--- src/rtl/mem_port_arb_pkg.sv ---
`default_nettype none
// ============================================================================
//  Module      : mem_port_arb_pkg
//  Description : Shared definitions for the instruction/data memory-port
//                arbiter: FSM state encoding, access-size select codes,
//                the registered transaction record and address constants.
//  Revision    : 1.0 - initial release
// ============================================================================
package mem_port_arb_pkg;

   // Arbiter FSM states
   localparam logic [1:0] ST_IDLE   = 2'd0;
   localparam logic [1:0] ST_ACCESS = 2'd1;
   localparam logic [1:0] ST_RESP   = 2'd2;

   // Data access size select codes. Any other code behaves as SZ_SW.
   typedef logic [2:0] dsize_t;
   localparam dsize_t SZ_SB  = 3'b000;
   localparam dsize_t SZ_SH  = 3'b001;
   localparam dsize_t SZ_SW  = 3'b010;
   localparam dsize_t SZ_SBU = 3'b100;
   localparam dsize_t SZ_SHU = 3'b101;

   // Fetch addresses are word aligned; the low two bits are dropped.
   localparam logic [31:0] WORD_MASK = 32'hFFFF_FFFC;

   // Transaction captured at grant time and held until the response.
   typedef struct packed {
      logic        own_data;   // 1 = data port owns the transaction
      logic        we;
      dsize_t      size;
      logic [31:0] addr;
      logic [31:0] wdata;
   } xact_t;

endpackage : mem_port_arb_pkg
`default_nettype wire

--- src/rtl/lane_align.sv ---
`default_nettype none
// ============================================================================
//  Module      : lane_align
//  Description : Purely combinational byte-lane steering for the memory port.
//                Produces store byte enables and lane-replicated store data,
//                extracts and extends load data, and flags misaligned
//                halfword/word accesses.
//  Revision    : 1.0 - initial release
//
//  Ports
//    size_i      access size code (SB/SH/SW/SBU/SHU, others act as SW)
//    addr_lo_i   byte offset within the word
//    wdata_i     right-aligned store data
//    rdata_i     raw RAM read word
//    st_be_o     store byte-lane enables (bit n = byte n)
//    st_wdata_o  store data replicated across lanes
//    ld_data_o   selected and sign/zero-extended load data
//    misalign_o  access straddles its natural alignment
// ============================================================================
module lane_align
   import mem_port_arb_pkg::*;
(
   input  logic [2:0]  size_i,
   input  logic [1:0]  addr_lo_i,
   input  logic [31:0] wdata_i,
   input  logic [31:0] rdata_i,
   output logic [3:0]  st_be_o,
   output logic [31:0] st_wdata_o,
   output logic [31:0] ld_data_o,
   output logic        misalign_o
);

   logic [7:0]  w_byte;
   logic [15:0] w_half;

   always_comb begin
      case (addr_lo_i)
         2'd0:    w_byte = rdata_i[7:0];
         2'd1:    w_byte = rdata_i[15:8];
         2'd2:    w_byte = rdata_i[23:16];
         default: w_byte = rdata_i[31:24];
      endcase
   end

   // Halfword lane is chosen by addr[1] alone; addr[0] only matters for
   // the misalign flag.
   assign w_half = addr_lo_i[1] ? rdata_i[31:16] : rdata_i[15:0];

   always_comb begin
      st_be_o    = 4'b1111;
      st_wdata_o = wdata_i;
      ld_data_o  = rdata_i;
      misalign_o = 1'b0;
      case (size_i)
         SZ_SB, SZ_SBU: begin
            st_be_o    = 4'b0001 << addr_lo_i;
            st_wdata_o = {4{wdata_i[7:0]}};
            ld_data_o  = (size_i == SZ_SB) ? {{24{w_byte[7]}}, w_byte}
                                            : {24'd0, w_byte};
         end
         SZ_SH, SZ_SHU: begin
            st_be_o    = addr_lo_i[1] ? 4'b1100 : 4'b0011;
            st_wdata_o = {2{wdata_i[15:0]}};
            ld_data_o  = (size_i == SZ_SH) ? {{16{w_half[15]}}, w_half}
                                            : {16'd0, w_half};
            misalign_o = addr_lo_i[0];
         end
         default: begin
            misalign_o = (addr_lo_i != 2'b00);
         end
      endcase
   end

endmodule : lane_align
`default_nettype wire

--- src/rtl/mem_port_arb.sv ---
`default_nettype none
// ============================================================================
//  Module      : mem_port_arb
//  Description : Arbitrates an instruction-fetch port and a load/store data
//                port onto one single-port synchronous RAM. One transaction
//                is in flight at a time: grant (IDLE) -> RAM cycle (ACCESS)
//                -> response pulse (RESP). Simultaneous requests alternate,
//                with the data port winning first after reset.
//  Revision    : 1.0 - initial release
//
//  Ports
//    clk, rst                  core clock, synchronous active-high reset
//    if_req_i/if_addr_i        fetch request and byte address
//    if_gnt_o                  fetch accepted this cycle
//    if_valid_o/if_rdata_o     fetch response pulse and word
//    d_req_i/d_we_i/d_size_i   data request, store flag, access size
//    d_addr_i/d_wdata_i        data byte address, right-aligned store data
//    d_gnt_o                   data accepted this cycle
//    d_valid_o/d_rdata_o       data completion pulse and load data
//    d_err_o                   misaligned access, qualified by d_valid_o
//    mem_addr_o/mem_we_o       RAM word address and write strobe
//    mem_be_o/mem_wdata_o      RAM byte enables and lane-replicated data
//    mem_rdata_i               RAM read data, one cycle after address
// ============================================================================
module mem_port_arb
   import mem_port_arb_pkg::*;
(
   input  logic        clk,
   input  logic        rst,
   input  logic        if_req_i,
   input  logic [31:0] if_addr_i,
   output logic        if_gnt_o,
   output logic        if_valid_o,
   output logic [31:0] if_rdata_o,
   input  logic        d_req_i,
   input  logic        d_we_i,
   input  logic [2:0]  d_size_i,
   input  logic [31:0] d_addr_i,
   input  logic [31:0] d_wdata_i,
   output logic        d_gnt_o,
   output logic        d_valid_o,
   output logic [31:0] d_rdata_o,
   output logic        d_err_o,
   output logic [29:0] mem_addr_o,
   output logic        mem_we_o,
   output logic [3:0]  mem_be_o,
   output logic [31:0] mem_wdata_o,
   input  logic [31:0] mem_rdata_i
);

   logic [1:0]  state_q, state_d;
   logic        last_data_q, last_data_d;
   xact_t       xact_q, xact_d;

   logic        w_gnt_if;
   logic        w_gnt_data;
   logic        w_in_access;
   logic        w_in_resp;
   logic [3:0]  w_st_be;
   logic [31:0] w_st_wdata;
   logic [31:0] w_ld_data;
   logic        w_misalign;

   // ------------------------------------------------------------------
   // Next-state and arbitration
   // ------------------------------------------------------------------
   always_comb begin
      state_d     = state_q;
      last_data_d = last_data_q;
      xact_d      = xact_q;
      w_gnt_if    = 1'b0;
      w_gnt_data  = 1'b0;

      case (state_q)
         ST_IDLE: begin
            // Grants are suppressed in the reset cycle so nothing is
            // accepted that the reset would then discard.
            if (!rst) begin
               w_gnt_data = d_req_i && (!if_req_i || !last_data_q);
               w_gnt_if   = if_req_i && !w_gnt_data;
            end
            if (w_gnt_data) begin
               xact_d.own_data = 1'b1;
               xact_d.we       = d_we_i;
               xact_d.size     = d_size_i;
               xact_d.addr     = d_addr_i;
               xact_d.wdata    = d_wdata_i;
               last_data_d     = 1'b1;
               state_d         = ST_ACCESS;
            end else if (w_gnt_if) begin
               // A fetch is an aligned word load.
               xact_d.own_data = 1'b0;
               xact_d.we       = 1'b0;
               xact_d.size     = SZ_SW;
               xact_d.addr     = if_addr_i & WORD_MASK;
               xact_d.wdata    = 32'd0;
               last_data_d     = 1'b0;
               state_d         = ST_ACCESS;
            end
         end
         ST_ACCESS: state_d = ST_RESP;
         ST_RESP:   state_d = ST_IDLE;
         default:   state_d = ST_IDLE;
      endcase
   end

   always_ff @(posedge clk) begin
      if (rst) begin
         state_q     <= ST_IDLE;
         last_data_q <= 1'b0;
         xact_q      <= '0;
      end else begin
         state_q     <= state_d;
         last_data_q <= last_data_d;
         xact_q      <= xact_d;
      end
   end

   // ------------------------------------------------------------------
   // Lane steering for the transaction in flight
   // ------------------------------------------------------------------
   lane_align u_lane_align (
      .size_i     (xact_q.size),
      .addr_lo_i  (xact_q.addr[1:0]),
      .wdata_i    (xact_q.wdata),
      .rdata_i    (mem_rdata_i),
      .st_be_o    (w_st_be),
      .st_wdata_o (w_st_wdata),
      .ld_data_o  (w_ld_data),
      .misalign_o (w_misalign)
   );

   // ------------------------------------------------------------------
   // Outputs. Phase strobes are masked by rst so an in-flight
   // transaction is killed in the very cycle reset is seen.
   // ------------------------------------------------------------------
   assign w_in_access = (state_q == ST_ACCESS) && !rst;
   assign w_in_resp   = (state_q == ST_RESP)   && !rst;

   assign if_gnt_o    = w_gnt_if;
   assign d_gnt_o     = w_gnt_data;

   // The address register only changes at grant, so it holds its value
   // through RESP and IDLE.
   assign mem_addr_o  = xact_q.addr[31:2];
   assign mem_wdata_o = w_st_wdata;
   assign mem_we_o    = w_in_access && xact_q.we && !w_misalign;
   assign mem_be_o    = (w_in_access && !w_misalign)
                        ? (xact_q.we ? w_st_be : 4'b1111)
                        : 4'b0000;

   assign if_valid_o  = w_in_resp && !xact_q.own_data;
   assign if_rdata_o  = if_valid_o ? mem_rdata_i : 32'd0;

   assign d_valid_o   = w_in_resp && xact_q.own_data;
   assign d_err_o     = d_valid_o && w_misalign;
   assign d_rdata_o   = (d_valid_o && !w_misalign && !xact_q.we) ? w_ld_data
                                                                 : 32'd0;

endmodule : mem_port_arb
`default_nettype wire

--- config.mk ---
export PLATFORM = sky130hd
export DESIGN_NAME = mem_port_arb
export DESIGN_NICKNAME = d
export VERILOG_FILES = /design/src/rtl/mem_port_arb_pkg.sv /design/src/rtl/lane_align.sv /design/src/rtl/mem_port_arb.sv
export SDC_FILE = /design/constraint.sdc
export NUM_CORES = 1
export LEC_CHECK = 0
export ABC_AREA = 1
export BUFFER_PORTS_ARGS = -buffer_cell sky130_fd_sc_hd__buf_2
export CAP_MARGIN = 20
export CORE_AREA = 2 2 104 106
export CTS_BUF_LIST = sky130_fd_sc_hd__clkbuf_4
export DETAILED_ROUTE_END_ITERATION = 7
export DIE_AREA = 0 0 106 108
export HOLD_SLACK_MARGIN = 0.15
export PLACE_DENSITY = 0.81
export SYNTH_ARGS = -nofsm -noshare
export SYNTH_HDL_FRONTEND = slang
export SYNTH_SLANG_ARGS = --single-unit
--- constraint.sdc ---
create_clock -name clk -period 1.6 [get_ports clk]
set_clock_uncertainty 0.15 [all_clocks]
set_input_delay 0.08 -clock clk [delete_from_list [all_inputs] [get_ports clk]]
set_output_delay 0.08 -clock clk [all_outputs]
set_load 0.05 [all_outputs]
==> results of run 1 <==
[repair_timing]
| action | CTS |
|---|---|
| hold buffers | 104 |
| pin swaps | 35 |
| resized for setup | 330 |
| endpoints found under the hold margin | 71 |
| setup buffers | 14 |
| setup endpoints to repair | 117 |
| cloned | 9 |
[through the flow]
stage / setup TNS [ns] / area (um2) / hold WS (ns) / utilization, % / instances
2_1_floorplan: -13.78 / 5240 / 0.0402 / - / 764
3_3_place_gp: -2.03 / 6780 / 0.124 / 66.2 / 1147
3_5_place_dp: -3.59 / 6780 / 0.129 / 66.2 / 1147
4_1_cts: -39.03 / 9300 / 0.209 / 90.9 / 1288
[kinds of logic after synthesis]
logic type,count (synthesis),share of synthesized area (%)
and+or+nand+nor,425,37.9
buffers and inverters,145,16.7
AOI/OAI and AO/OA,123,14.1
DFF,71,31.3
==> reports/results.ini, run 1 <==
[clock_tree]
clock_path_buffers=2
cts_htree_levels=3
clock_tree.root_cell=clkbuf_4
cts_num_sinks=71
tritoncts.num_buffers=9

[floorplanning]
starting_density_of_the_core_pct=44.4
rows=37
die_y_um=108
pin_count=272
dieWidth_um=106

[yosys]
yosys_warnings=0
postSynthAreaPerCell_um2=5.95
mapped_cell_area_mm2=0.00455
seq_total_area_yosys_pct=31.3
synth_enable_flop_cells=0
post-synth-top-area-fraction_pct=31.3
yosys.cell_types.count=26
library_cell_with_the_highest_instance_count_after_synthesis=nand2_1
flip_flop_and_latch_count_after_synthesis=71
synth_common_cells=nand2_1, dfxtp_1, nor2_1, inv_1, o21ai_0
mappedNetlistNets=900
dominantRegCellSynth=dfxtp_1
syn-instance-count=764
synth.largest_area_cell=dfxtp_1
ys_async_sr_fraction_pct=0
synth.area.top_cells=dfxtp_1, nand2_1, buf_4, o21ai_0, nor2_1

[run_status]
last_stage_the_flow_got_to=global routing (5_1_grt)
firstError=[ERROR DPL-0038] Utilization greater than 100%, impossible to legalize
outcome=stopped before the end

[placed_design]
detailedPlacementHpwl_mm=12.2
globalplace.congestion=0.940
port_bufs=269
placement_setup_slack_ns=-0.168

[global_route]
grt_max_degree=50

[timing]
worst-endpoint-pin-kind=primary output
timing.grt.repair.worst_endpoint=d_rdata_o[30]

==> run 2, diff against run 1 <==
- CORE_AREA: 2 2 104 106 -> default
- CORE_UTILIZATION: default -> 40
- CTS_BUF_LIST: sky130_fd_sc_hd__clkbuf_4 -> default
- DIE_AREA: 0 0 106 108 -> default
- HOLD_SLACK_MARGIN: 0.15 -> default
- PLACE_DENSITY: 0.81 -> default
- PLACE_DENSITY_LB_ADDON: default -> 0.15
==> reports/results.ini, run 2 <==
[run_status]
outcome=finished, violations left
failing_checks=setup timing

[layout]
final_layout_size_suffix_gt1_share_pct=49.8
largest_reg_flops=38
registers.top_by_ff_count=xact_q
final_nets=1281
final_area_mm2=0.00950
mostFrequentLayoutCells=nand2_1, buf_2, dlygate4sd3_1
finish.cell_count_without_fillers=1291
synthesis_to_finish_area_growth_pct=109
multiInputGateArea_mm2=0.00342
final-seq-area_mm2=0.00144
final_common_cell=nand2_1
fillCellCount=574

[timing]
rsz0062_at_grt=yes
timing.final.crit_share_pct=126
fmax_mhz=497
drv_slew=0
post-route-min-period_ns=2.01
timing.setup.tns_ns=-23.96
slew_at_the_pin_with_the_worst_max_slew_slack_ns=0.455
setup_viol=138
final_hold_viol_count=0
final.setup.worst_slack_ns=-0.411
max_slew_margin_pct=69.3

[min_path]
holdCritPathClass=input port to flip-flop

[worst_setup_path]
crit_path_end_kind=primary output
path_max_fanout=8
timing.critical_path.max_delay_family=simple AND/OR/NAND/NOR gates
critPathBufInv=1
cp_slowest_stage_delay_ns=0.37
worst-setup-path-type=flip-flop to primary output
timing.critical_path.required_ns=1.37
cp_slowest_cell=dfxtp_4
startpoint_type_of_the_worst_setup_path=flip-flop
timing.critical_path.cells=o21ai_0, nand3_2, nand3_4, nand2_8, nand2_8, nor2_4, buf_8
cp_data_arrival_time_ns=1.78
cp_common_cell=nand2_8

[drt]
route.detailed.wl_per_inst_um=16.9
drt.antenna.violating_nets=0
drt_iter0_markers=478
detailedRoute.firstPassIterationCount=5
drcViolationCount=0
detail_route.wirelength_mm=21.9
vias=6759
vias_per_cell=5.24

[floorplanning]
starting_density_of_the_core_pct=41.6
rows=38
dieArea_mm2=0.0118
die_y_um=109
dieWidth_um=109
design.core.area_mm2=0.0109
pin_count=272

[clock_tree]
cts_num_sinks=71
clk_slew_on_worst_s_h_paths_ns=0.05
cts_htree_levels=3
tritoncts.num_buffers=9
cts_tree=done
clock_tree.root_cell=clkbuf_16
clock_path_buffers=2
clkLatencyLatePin_ns=0.32

[power]
sequentialPowerShare_pct=28.9
pwr-share-comb_pct=43.8
power_switching_mw=2.83
power_mw=7.14
power.internal_mw=4.31
sw_share_pct=39.6
power.share.clock_pct=27.2
power_leakage_nw=4.49
worst_ir_drop_on_vdd_uv=772
power_density_mw_per_mm2=752

[yosys]
syn-instance-count=764
synth_common_cells=nand2_1, dfxtp_1, nor2_1, inv_1, o21ai_0
post-synth-top-area-fraction_pct=31.3
synth.area.top_cells=dfxtp_1, nand2_1, buf_4, o21ai_0, nor2_1
ys_async_sr_fraction_pct=0
yosys_warnings=0
library_cell_with_the_highest_instance_count_after_synthesis=nand2_1
synth.largest_area_cell=dfxtp_1
mappedNetlistNets=900
yosys.cell_types.count=26
seq_total_area_yosys_pct=31.3
dominantRegCellSynth=dfxtp_1
postSynthAreaPerCell_um2=5.95
mapped_cell_area_mm2=0.00455
synth_enable_flop_cells=0
flip_flop_and_latch_count_after_synthesis=71

[placed_design]
detailed_place.area_mm2=0.00668
globalplace.congestion=0.880
placed_cells_incl_taps=1152
port_bufs=269
detailedPlacementHpwl_mm=11.8

[global_route]
grt_max_degree=38
overflow=0
grt.total_usage_pct=32.5
global_route_wire_length_before_repair_mm=29.9
grt_pass1_vias=6361
number_of_antenna_violations_at_the_first_check_in_global_routing=2

[job]
maxCapViolations=0

## run 2: cells by family (layout without fill, tap and decap cells)
family | count (synthesis) | count (layout) | synth area share, %
other | 0 | 2 | 0
AND/OR/NAND/NOR | 425 | 427 | 37.9
AO/OA/AOI/OAI | 123 | 123 | 14.1
buffers and inverters | 145 | 528 | 16.7
flip-flops | 71 | 71 | 31.3
## run 2: final cells by class
type	instances	area share, %
antenna	2	0.0527
clock buffer	9	2.37
clock inverter	6	0.659
inverter	66	3.10
multi-input combinational	550	36.0
sequential	71	15.1
tap	140	1.84
timing repair buffer	446	40.8
timing repair inverter	1	0.0659
## run 2: worst reg2reg max path, stage by stage, from the launching register on
cell	delay, ns
dfxtp_4	0.36
or2_4	0.24
nor2_4	0.16
nand2_4	0.09
buf_12	0.14
nand2_8	0.12
nor2_4	0.06
buf_12	0.16
nand2_1	0.07
nand2_1	0.05
## run 2: final timing paths
kind	cells after the start	start	slack, ns	end
setup / recovery	7	xact_q[32]$_SDFFE_PP0P_	-0.41	d_rdata_o[23]
hold / removal	5	rst	0.09	last_data_q$_SDFFE_PP0P_
setup reg to reg	9	state_q[1]$_SDFFE_PP0P_	-0.09	xact_q[13]$_SDFFE_PP0P_
hold reg to reg	2	xact_q[10]$_SDFFE_PP0P_	0.29	xact_q[10]$_SDFFE_PP0P_
## run 2: per-layer routing
layer	global-route usage (%)	share of wire [%]
met5	0	0
met4	21.1	5.8
met3	6.33	9.1
met2	57.7	50
met1	34.9	35
## run 2: what timing repair did
| action | in CTS | in global routing |
|---|---|---|
| setup buffers | 2 | 12 |
| pin swaps | 23 | 37 |
| hold endpoints to repair | 70 | 0 |
| setup endpoints to repair | 91 | 162 |
| hold buffers | 100 | 0 |
| gates cloned | 5 | 4 |
| gates resized for setup | 246 | 158 |
## run 2: per-stage QoR
stage / worst slack, ns / hold WS [ns] / utilization [%]
after floorplan: -0.281 / 0.0402 / -
after global placement: -0.148 / 0.123 / 61.1
after detailed placement: -0.154 / 0.128 / 61.1
after CTS: -0.300 / 0.0714 / 80.5
after global routing: -0.448 / 0.132 / 86.8
final: -0.411 / 0.0892 / 86.8
## run 2: power by group through the flow
stage | clock, mW | combinational [mW] | sequential, mW
floorplan | 0 | 1.77 | 2.07
global placement | 0 | 2.27 | 2.08
detailed placement | 0 | 2.28 | 2.08
CTS | 1.96 | 2.70 | 2.05
global route | 2.04 | 3.29 | 2.08
finish | 1.94 | 3.13 | 2.07
(Power assumes the default switching activity.)
